--- src/rtl/thd_pkg.sv ---
// Shared types and sizing helpers for the sequential THD engine.
package thd_pkg;

    typedef enum logic [2:0] {
        IDLE   = 3'd0,
        SQRT_H = 3'd1,
        SQRT_F = 3'd2,
        DIV    = 3'd3,
        DONE   = 3'd4
    } state_t;

    localparam int FLAG_FZERO = 0;
    localparam int FLAG_SAT   = 1;
    localparam int FLAG_OVF   = 2;

    // Accumulator width: two full squares plus headroom for MAXH adds, kept even for the sqrt.
    function automatic int calc_aw(input int w, input int maxh);
        int aw;
        aw = 2 * w + $clog2(maxh + 1);
        if (aw % 2 != 0) begin
            aw = aw + 1;
        end else begin
            aw = aw;
        end
        return aw;
    endfunction

    function automatic int calc_rw(input int w, input int maxh);
        return calc_aw(w, maxh) / 2;
    endfunction

    function automatic int calc_qw(input int w, input int maxh, input int frac);
        return calc_rw(w, maxh) + frac;
    endfunction

endpackage

--- src/rtl/thd_calc_seq_isqrt_iter.sv ---
// Restoring integer square root, one root bit per cycle; the first bit is resolved
// on the start cycle straight from the radicand input.
module isqrt_iter #(
    parameter int AW = 52,
    parameter int RW = 26
) (
    input  logic          clk,
    input  logic          rst_n,
    input  logic          start,
    input  logic [AW-1:0] radicand,
    output logic          busy,
    output logic          done,
    output logic [RW-1:0] root
);

    localparam int CW = $clog2(RW + 1);

    logic [AW-1:0] rad_r;
    logic [RW+1:0] rem_r;
    logic [CW-1:0] cnt_r;

    logic [AW-1:0] rad_src_s;
    logic [RW+1:0] rem_src_s;
    logic [RW-1:0] root_src_s;
    logic [RW+1:0] rem_t_s;
    logic [RW+1:0] trial_s;
    logic          ge_s;
    logic [RW+1:0] rem_n_s;
    logic [RW-1:0] root_n_s;

    // One restoring step: bring down two radicand bits, try subtracting 4*root+1.
    always_comb begin
        rad_src_s  = rad_r;
        rem_src_s  = rem_r;
        root_src_s = root;
        if (start) begin
            rad_src_s  = radicand;
            rem_src_s  = '0;
            root_src_s = '0;
        end else begin
            rad_src_s  = rad_r;
            rem_src_s  = rem_r;
            root_src_s = root;
        end
        rem_t_s  = (rem_src_s << 2) | (RW + 2)'(rad_src_s[AW-1 -: 2]);
        trial_s  = {root_src_s, 2'b01};
        ge_s     = (rem_t_s >= trial_s);
        if (ge_s) begin
            rem_n_s = rem_t_s - trial_s;
        end else begin
            rem_n_s = rem_t_s;
        end
        root_n_s = (root_src_s << 1) | RW'(ge_s);
    end

    // Iteration state: start performs step 1, busy covers the remaining RW-1 steps.
    always_ff @(posedge clk or negedge rst_n) begin
        if (!rst_n) begin
            rad_r <= '0;
            rem_r <= '0;
            root  <= '0;
            cnt_r <= '0;
            busy  <= 1'b0;
            done  <= 1'b0;
        end else if (start) begin
            rad_r <= rad_src_s << 2;
            rem_r <= rem_n_s;
            root  <= root_n_s;
            cnt_r <= CW'(RW - 1);
            busy  <= (RW > 1);
            done  <= (RW == 1);
        end else if (busy) begin
            rad_r <= rad_src_s << 2;
            rem_r <= rem_n_s;
            root  <= root_n_s;
            cnt_r <= cnt_r - CW'(1);
            if (cnt_r == CW'(1)) begin
                busy <= 1'b0;
                done <= 1'b1;
            end
        end
    end

endmodule

--- src/rtl/thd_calc_seq.sv ---
// Sequential THD engine: accumulates |F|^2 and sum|Hk|^2 from a bin stream, then
// computes floor((sqrt(H) << FRAC) / sqrt(F)) with a shared sqrt and an inline divider.
module thd_calc_seq
    import thd_pkg::*;
#(
    parameter int W    = 24,
    parameter int MAXH = 15,
    parameter int FRAC = 16,
    parameter int OW   = 24
) (
    input  logic                           clk,
    input  logic                           rst_n,
    input  logic                           in_valid,
    output logic                           in_ready,
    input  logic signed [W-1:0]            in_re,
    input  logic signed [W-1:0]            in_im,
    input  logic                           in_last,
    output logic                           out_valid,
    input  logic                           out_ready,
    output logic [OW-1:0]                  thd,
    output logic [$clog2(MAXH+1)-1:0]      nharm,
    output logic [2:0]                     flags
);

    localparam int AW  = calc_aw(W, MAXH);
    localparam int RW  = calc_rw(W, MAXH);
    localparam int QW  = calc_qw(W, MAXH, FRAC);
    localparam int NHW = $clog2(MAXH + 1);
    localparam int PW  = $clog2(QW + 1);

    state_t         state_r;
    logic [PW-1:0]  phase_r;
    logic           first_r;
    logic [AW-1:0]  f_r;
    logic [AW-1:0]  h_r;
    logic [NHW-1:0] nhcnt_r;
    logic           ovf_r;
    logic [RW-1:0]  sh_r;
    logic [QW-1:0]  q_r;
    logic [RW-1:0]  drem_r;

    logic signed [2*W-1:0] re2_s;
    logic signed [2*W-1:0] im2_s;
    logic [AW-1:0]         sq_s;

    logic          sqrt_start_s;
    logic [AW-1:0] sqrt_rad_s;
    logic          sqrt_busy_s;
    logic          sqrt_done_s;
    logic [RW-1:0] sqrt_root_s;

    logic [QW-1:0] q_src_s;
    logic [RW-1:0] drem_src_s;
    logic [RW:0]   rem_t_s;
    logic          ge_s;
    logic [RW-1:0] drem_n_s;
    logic [QW-1:0] q_n_s;
    logic [OW-1:0] fin_thd_s;
    logic [2:0]    fin_flags_s;

    // Squares are formed at 2W so the most negative component squares without wrapping.
    assign re2_s = (2 * W)'(in_re) * (2 * W)'(in_re);
    assign im2_s = (2 * W)'(in_im) * (2 * W)'(in_im);
    assign sq_s  = AW'($unsigned(re2_s)) + AW'($unsigned(im2_s));

    // Sqrt unit is time-shared: H during SQRT_H, F during SQRT_F.
    always_comb begin
        sqrt_start_s = 1'b0;
        sqrt_rad_s   = h_r;
        if ((state_r == SQRT_H || state_r == SQRT_F) && phase_r == '0 && !sqrt_busy_s) begin
            sqrt_start_s = 1'b1;
        end else begin
            sqrt_start_s = 1'b0;
        end
        if (state_r == SQRT_F) begin
            sqrt_rad_s = f_r;
        end else begin
            sqrt_rad_s = h_r;
        end
    end

    isqrt_iter #(
        .AW(AW),
        .RW(RW)
    ) u_isqrt (
        .clk      (clk),
        .rst_n    (rst_n),
        .start    (sqrt_start_s),
        .radicand (sqrt_rad_s),
        .busy     (sqrt_busy_s),
        .done     (sqrt_done_s),
        .root     (sqrt_root_s)
    );

    // Restoring divide step; sF stays on the sqrt root output for the whole DIV phase.
    always_comb begin
        q_src_s    = q_r;
        drem_src_s = drem_r;
        if (phase_r == '0) begin
            q_src_s    = {sh_r, {FRAC{1'b0}}};
            drem_src_s = '0;
        end else begin
            q_src_s    = q_r;
            drem_src_s = drem_r;
        end
        rem_t_s = {drem_src_s, q_src_s[QW-1]};
        ge_s    = (rem_t_s >= {1'b0, sqrt_root_s});
        if (ge_s) begin
            drem_n_s = RW'(rem_t_s - {1'b0, sqrt_root_s});
        end else begin
            drem_n_s = RW'(rem_t_s);
        end
        q_n_s = {q_src_s[QW-2:0], ge_s};
    end

    // Result shaping: zero fundamental wins over saturation.
    always_comb begin
        fin_thd_s   = '0;
        fin_flags_s = 3'b000;
        if (sqrt_root_s == '0) begin
            fin_thd_s               = '1;
            fin_flags_s[FLAG_FZERO] = 1'b1;
        end else if ((q_r >> OW) != '0) begin
            fin_thd_s             = '1;
            fin_flags_s[FLAG_SAT] = 1'b1;
        end else begin
            fin_thd_s = OW'(q_r);
        end
        fin_flags_s[FLAG_OVF] = ovf_r;
    end

    // Frame FSM: accumulate, sqrt H, sqrt F, divide (+1 finalize cycle), hold result.
    always_ff @(posedge clk or negedge rst_n) begin
        if (!rst_n) begin
            state_r   <= IDLE;
            phase_r   <= '0;
            first_r   <= 1'b1;
            f_r       <= '0;
            h_r       <= '0;
            nhcnt_r   <= '0;
            ovf_r     <= 1'b0;
            sh_r      <= '0;
            q_r       <= '0;
            drem_r    <= '0;
            in_ready  <= 1'b1;
            out_valid <= 1'b0;
            thd       <= '0;
            nharm     <= '0;
            flags     <= 3'b000;
        end else begin
            case (state_r)
                IDLE: begin
                    if (in_valid && in_ready) begin
                        if (first_r) begin
                            f_r     <= sq_s;
                            first_r <= 1'b0;
                        end else if (nhcnt_r < NHW'(MAXH)) begin
                            h_r     <= h_r + sq_s;
                            nhcnt_r <= nhcnt_r + NHW'(1);
                        end else begin
                            ovf_r <= 1'b1;
                        end
                        if (in_last) begin
                            state_r  <= SQRT_H;
                            phase_r  <= '0;
                            in_ready <= 1'b0;
                        end
                    end
                end
                SQRT_H: begin
                    if (phase_r == PW'(RW - 1)) begin
                        state_r <= SQRT_F;
                        phase_r <= '0;
                    end else begin
                        phase_r <= phase_r + PW'(1);
                    end
                end
                SQRT_F: begin
                    if (phase_r == '0 && sqrt_done_s) begin
                        sh_r <= sqrt_root_s;
                    end
                    if (phase_r == PW'(RW - 1)) begin
                        state_r <= DIV;
                        phase_r <= '0;
                    end else begin
                        phase_r <= phase_r + PW'(1);
                    end
                end
                DIV: begin
                    if (phase_r == PW'(QW)) begin
                        state_r   <= DONE;
                        phase_r   <= '0;
                        out_valid <= 1'b1;
                        thd       <= fin_thd_s;
                        nharm     <= nhcnt_r;
                        flags     <= fin_flags_s;
                    end else begin
                        if (sqrt_root_s != '0) begin
                            q_r    <= q_n_s;
                            drem_r <= drem_n_s;
                        end
                        phase_r <= phase_r + PW'(1);
                    end
                end
                DONE: begin
                    if (out_ready) begin
                        state_r   <= IDLE;
                        out_valid <= 1'b0;
                        in_ready  <= 1'b1;
                        first_r   <= 1'b1;
                        f_r       <= '0;
                        h_r       <= '0;
                        nhcnt_r   <= '0;
                        ovf_r     <= 1'b0;
                    end
                end
                default: begin
                    state_r   <= IDLE;
                    phase_r   <= '0;
                    in_ready  <= 1'b1;
                    out_valid <= 1'b0;
                end
            endcase
        end
    end

endmodule

--- config.mk ---
export PLATFORM = sky130hd
export DESIGN_NAME = thd_calc_seq
export DESIGN_NICKNAME = d
export VERILOG_FILES = /design/src/rtl/thd_pkg.sv /design/src/rtl/thd_calc_seq_isqrt_iter.sv /design/src/rtl/thd_calc_seq.sv
export SDC_FILE = /design/constraint.sdc
export NUM_CORES = 2
export LEC_CHECK = 0
export CAP_MARGIN = 15
export CORE_UTILIZATION = 53
export CTS_CLUSTER_SIZE = 25
export DETAILED_ROUTE_END_ITERATION = 7
export PLACE_DENSITY_LB_ADDON = 0.25
export SETUP_SLACK_MARGIN = 0.1
export SYNTH_ARGS = -nofsm -noshare
export SYNTH_HDL_FRONTEND = slang
export SYNTH_SLANG_ARGS = --single-unit
export TNS_END_PERCENT = 5
--- constraint.sdc ---
create_clock -name clk -period 4.2 [get_ports clk]
set_input_delay 1.05 -clock clk [delete_from_list [all_inputs] [get_ports clk]]
set_output_delay 1.05 -clock clk [all_outputs]
set_load 0.01 [all_outputs]
# --- After elaboration in Yosys (flattened, before gate mapping) ---
# Index checks and enable logic that the tools add are counted.
totals:
  wordCells: 151
  input_bits: 53
  reg_bits: 357
  out_inout_bits: 33
classes:
  n_addsub: 7
  bitwise_logic: 6
  n_eq_ne: 17
  mux: 66
  n_reduce_logical: 29
  magnitude_cmp: 3
  mul: 2
ops:
  columns: ["cell", "count"]
  rows:
  - ["two-way mux 52 bit", 10]
  - ["two-way mux 26 bit", 9]
  - ["case mux 52 bit (2 select lines)", 2]
  - ["multiplier 24 x 24 -> 48 bit", 2]
  - ["adder 52 x 49 -> 52 bit", 1]
  - ["subtractor 26 bit", 2]
  - ["adder 48 x 48 -> 49 bit", 1]
  - ["two-way mux 24 bit", 2]
  - ["two-way mux 42 bit", 1]
  - ["nonzero test 42 bit", 1]
  - ["greater-or-equal comparator 28 bit", 1]
  - ["OR 28 x 2 -> 28 bit", 1]
  - ["greater-or-equal comparator 27 x 26 -> 1 bit", 1]
  - ["zero test 26 bit", 1]
  - ["OR 26 x 1 -> 26 bit", 1]
  - ["nonzero test 26 bit", 1]
  - ["two-way mux 6 bit", 4]
  - ["case mux 6 bit (4 select lines)", 1]
  - ["two-way mux 1 bit", 19]
  - ["two-way mux 3 bit", 6]
  - ["two-way mux 4 bit", 4]
  - ["inequality test 2 bit (second input constant)", 8]
  - ["case mux 3 bit (5 select lines)", 1]
  - ["AND reduction 3 bit", 4]
  - ["other kinds (28)", 46]

# --- Longest topological paths before layout ---
depth:
  word_depth: 11
  mapped_depth: 49
  depth_no_buf: 46

# --- Modules after synthesis ---
# Synthesis repeated with hierarchy kept, for this count alone.
hier_totals:
  cells_unflattened: 6572
  area_unflattened_um2: 61238.7
modules_own_cells:
  columns: ["mod", "n_inst", "area_per_inst_um2", "cells_per_inst", "seq_area_each_um2"]
  rows:
  - ["thd_calc_seq", 1, 54526.0, 5836, 6083.3]
  - ["isqrt_iter", 1, 6712.7, 736, 2727.6]

# --- Worst setup path after synthesis ---
# OpenSTA, ideal clock, no wires.
synth_timing:
  kind: "input to register"
  start: "input in_im[15]"
  end: "register h_r[50]"
  arrival_time_ps: 11128
  path_slack_ps: -6994
  setup_ps: 66
  path_stages: 45
  path_buffers: 4
  required_ps: 4134
  path_cell_list: "clkbuf_1 > clkbuf_1 > nand2_1 > fa_1 > fa_1 > fa_1 > inv_1 > fa_1 > inv_1 > fa_1 > inv_1 > fa_1 > inv_1 > fa_1 > inv_1 > ha_1 > and3_1 > a2111o_1 > [9 not listed] > a21oi_1 > nor2_1 > a211oi_1 > o21ai_0 > a211o_1 > a311oi_2 > xnor2_1 > ha_1 > clkbuf_1 > nand4_1 > or2_2 > o221ai_1 > a21o_1 > a21oi_1 > a31oi_1 > a221oi_1 > or4_1 > nand2_1"
synth_via:
  elab_chain_cells: 7
synth_rtl:
  columns: ["item", "line_no", "source"]
  rows:
  - ["from (decl)", "thd_calc_seq.sv:16", "input logic signed [W-1:0] in_im,"]
  - ["multiplier 24 x 24 -> 48 bit", "thd_calc_seq.sv:63", "assign im2_s = (2 * W)'(in_im) * (2 * W)'(in_im);"]
  - ["adder 48 x 48 -> 49 bit", "thd_calc_seq.sv:64", "assign sq_s = AW'($unsigned(re2_s)) + AW'($unsigned(im2_s));"]
  - ["adder 52 x 49 -> 52 bit", "thd_calc_seq.sv:158", "h_r <= h_r + sq_s;"]
  - ["two-way mux 52 bit", "thd_calc_seq.sv:157", "end else if (nhcnt_r < NHW'(MAXH)) begin"]
  - ["two-way mux 52 bit", "thd_calc_seq.sv:154", "if (first_r) begin"]
  - ["two-way mux 52 bit", "thd_calc_seq.sv:153", "if (in_valid && in_ready) begin"]
  - ["case mux 52 bit (2 select lines)", "thd_calc_seq.sv:151", "case (state_r)"]
  - ["to (signal assigned)", "thd_calc_seq.sv:158", null]
  - ["to (decl)", "thd_calc_seq.sv:35", "logic [AW-1:0] h_r;"]
# Every way passes these cells. The select of a mux whose other input is x is not followed.
# A chain may end at the register's enable or synchronous reset.

# --- Worst setup path after layout ---
layout_timing:
  start: "input in_re[0]"
  end: "register h_r[46]"
layout_via:
  elab_chain_cells: 7
layout_rtl:
  columns: ["item", "line_no", "source"]
  rows:
  - ["from (decl)", "thd_calc_seq.sv:15", "input logic signed [W-1:0] in_re,"]
  - ["multiplier 24 x 24 -> 48 bit", "thd_calc_seq.sv:62", "assign re2_s = (2 * W)'(in_re) * (2 * W)'(in_re);"]
  - ["adder 48 x 48 -> 49 bit", "thd_calc_seq.sv:64", null]
  - ["adder 52 x 49 -> 52 bit", "thd_calc_seq.sv:158", null]
  - ["two-way mux 52 bit", "thd_calc_seq.sv:157", null]
  - ["two-way mux 52 bit", "thd_calc_seq.sv:154", null]
  - ["two-way mux 52 bit", "thd_calc_seq.sv:153", null]
  - ["case mux 52 bit (2 select lines)", "thd_calc_seq.sv:151", null]
# Every way passes these cells. The select of a mux whose other input is x is not followed.

==> impl_metrics.py <==
metrics = {
    "clock_network": {
        "cts_buffer_depth": 3,
        "cts_buffers": 40,
        "cts_sinks": 352,
        "clock_latency_ns": 0.57,
        "cts_tree": "built",
        "clk_pin_slew_ns": 0.06,
        "root_buffer": "clkbuf_16",
        "h-tree-depth": 2,
    },
    "logic_synthesis": {
        "ys_ff_latch": 352,
        "synth_area_um2": 60400,
        "syn_nets": 8130,
        "syn_area_per_cell_um2": 9.27,
        "syn_inst": 6517,
        "ys.flop_type": "dfrtp_1",
        "yosys_warnings": 0,
        "synth.yosys.seq_area_share_pct": 14.6,
        "yosysUniqueCellTypes": 85,
        "synth_edf_count": 0,
        "synthArstFlopShare_pct": 100,
    },
    "timing": {
        "maxSlewViolCount": 0,
        "timing.final.crit_share_pct": 246,
        "setup_viol": 91,
        "fin_ws_ns": -6.11,
        "tightestPinTransition_ns": 0.998,
        "rsz0062_at_grt": "true",
        "final-hold-violation-count": 0,
        "fmax_mhz": 97.0,
        "finalCriticalPeriod_ns": 10.31,
        "skew_ns": 0.0199,
        "slew-limit-headroom_pct": 33.5,
    },
    "worst_hold_path": {
        "min_path_type": "reg -> reg",
    },
    "global_route": {
        "globalRouteOverflowTotal": 0,
        "antenna_found_initial": 1,
        "grt_usage_pct": 28.0,
        "grt_pass1_vias": 52761,
        "grt_max_degree": 107,
        "grt_pass1_wl_mm": 264,
    },
    "drt": {
        "vias": 48994,
        "wl_per_cell_um": 17.3,
        "drt.antenna.violating_nets": 0,
        "drtIter0Drc": 2654,
        "drc_errors": 0,
        "drt_wl_total_mm": 159,
        "first_pass_iters": 5,
        "vias_per_cell": 5.32,
    },
    "layout": {
        "final_nets": 9284,
        "antennaDiodeCount": 0,
        "nFillCells": 8468,
        "syn_to_final_growth_pct": 27.8,
        "final_common_cell": "inv_1",
        "mostFrequentLayoutCells": "1,330 x inv_1, 1,154 x buf_4, 1,078 x fa_1",
        "final_cells": 9203,
        "layout-drive-gt1-share_pct": 25.5,
    },
    "critical_path": {
        "critPathMaxFanout": 6,
        "cpMaxStageDelayCell": "fa_1",
        "cp_data_required_time_ns": 4.66,
        "cpPeakStageDelay_ns": 0.56,
        "crit_type": "in -> reg",
        "crit_path_start_kind": "primary input",
        "cpMostUsedCell": "fa_1",
        "rrSetupSlack_ns": 0.13,
        "cp-end-kind": "register",
        "arrival_ns": 10.77,
    },
    "floorplan": {
        "ioPinCount": 86,
        "die_w_um": 340,
        "dieHeight_um": 340,
        "start_util_pct": 53.6,
        "fp.dieArea_um2": 115000,
        "rows": 123,
        "core_area_um2": 113000,
    },
    "placement": {
        "dp.cells": 8949,
        "dp_hpwl_mm": 128,
        "place_congestion": 0.953,
        "io_buffers": 85,
    },
    "job": {
        "max_cap_viol_count": 0,
    },
    "outcome": {
        "violations": "negative setup slack",
        "status": "finished with violations",
    },
}
## layer usage
| metal | vias up | global-route usage [%] | routed length, µm |
|---|---|---|---|
| li1 | 22787 | - | - |
| met1 | 24820 | 36.7 | 66100 |
| met2 | 1109 | 49.7 | 82400 |
| met3 | 276 | 2.26 | 6570 |
| met4 | 2 | 7.64 | 4310 |
| met5 | - | 0 | 15 |
## timing repair
action / CTS / global route
pin swaps: 334 / 216
cloned: 7 / 1
hold buffers: 0 / 0
setup buffers: 132 / 41
resized for setup: 591 / 292
setup endpoints to repair: 121 / 146
## flip-flops by register name, summed over array words and instances, names as in the netlist, 24 cells and up
signal         flops
drem_r            26
h_r               52
u_isqrt.root      26
q_r               42
f_r               49
sh_r              26
u_isqrt.rem_r     26
u_isqrt.rad_r     50
thd               24
## through the flow
stage	setup slack, ns	cell area (µm²)	setup TNS [ns]	utilization, %	hold slack (ns)
3_5_place_dp	-7.36	71100	-504.90	63.1	0.466
6_report	-6.11	77200	-389.40	68.4	0.477
4_1_cts	-6.04	75500	-395.23	66.9	0.481
5_1_grt	-6.50	77200	-416.42	68.4	0.507
3_3_place_gp	-7.16	71100	-495.12	63.1	0.460
2_1_floorplan	-6.09	60900	-378.39	-	0.442
## worst paths after layout
path,start,cells after the start,endpoint
max in group asynchronous,rst_n,2,u_isqrt.rad_r[23]$_DFFE_PN0P_
worst min register to register,u_isqrt.rem_r[0]$_DFFE_PN0P_,2,u_isqrt.rem_r[0]$_DFFE_PN0P_
worst min-delay path,u_isqrt.rem_r[0]$_DFFE_PN0P_,2,u_isqrt.rem_r[0]$_DFFE_PN0P_
min in group asynchronous,rst_n,1,u_isqrt.rem_r[4]$_DFFE_PN0P_
worst max register to register,phase_r[1]$_DFFE_PN0P_,17,drem_r[22]$_DFFE_PN0P_
worst max-delay path,in_re[0],43,h_r[46]$_DFFE_PN0P_
## cell usage after synthesis (32+ instances only)
cell | count | area share [%]
a21o_1 | 126 | 1.6
a21oi_1 | 279 | 2.3
a22o_1 | 83 | 1.2
a31oi_1 | 32 | 0.33
and2_1 | 275 | 2.8
clkbuf_1 | 238 | 1.5
dfrtp_1 | 350 | 14
fa_1 | 1119 | 37
ha_1 | 441 | 9.1
inv_1 | 1386 | 8.6
mux2i_1 | 79 | 1.3
nand2_1 | 693 | 4.3
nand3_1 | 64 | 0.53
nor2_1 | 226 | 1.4
nor2b_1 | 60 | 0.62
nor3_1 | 33 | 0.27
o21a_1 | 33 | 0.41
o21ai_0 | 258 | 2.1
o21bai_1 | 34 | 0.42
o31ai_1 | 44 | 0.55
xnor2_1 | 163 | 2.4
xor2_1 | 92 | 1.3
## layout make-up
type / count / area [µm²] / area share (%)
Clock buffer: 58 / 1200 / 1.56
Clock inverter: 16 / 246 / 0.319
Multi-Input combinational cell: 4521 / 48500 / 62.8
Timing Repair Buffer: 1370 / 11400 / 14.7
Inverter: 1386 / 5220 / 6.76
Sequential cell: 352 / 8810 / 11.4
Tap cell: 1500 / 1880 / 2.43
## cell families after synthesis
kind of cell             share of synthesized area (%)
multiplexers                                      1.55
XOR/XNOR                                          3.70
flip-flops                                        14.6
buffers and inverters                             10.2
AO/OA/AOI/OAI                                     12.0
adder cells (fa/ha/maj)                           46.2
AND/OR/NAND/NOR                                   11.8
## worst max-delay path, delay by kind of cell
kind / cells / cell delay [ns]
fa+ha+maj: 10 / 4.40
simple gates: 6 / 0.83
xor+xnor: 3 / 0.48
compound gates: 13 / 2.60
buf+inv: 11 / 1.37
Power is not shown: default switching activity piles up to over one toggle a cycle in this logic, so the estimate is an artifact.
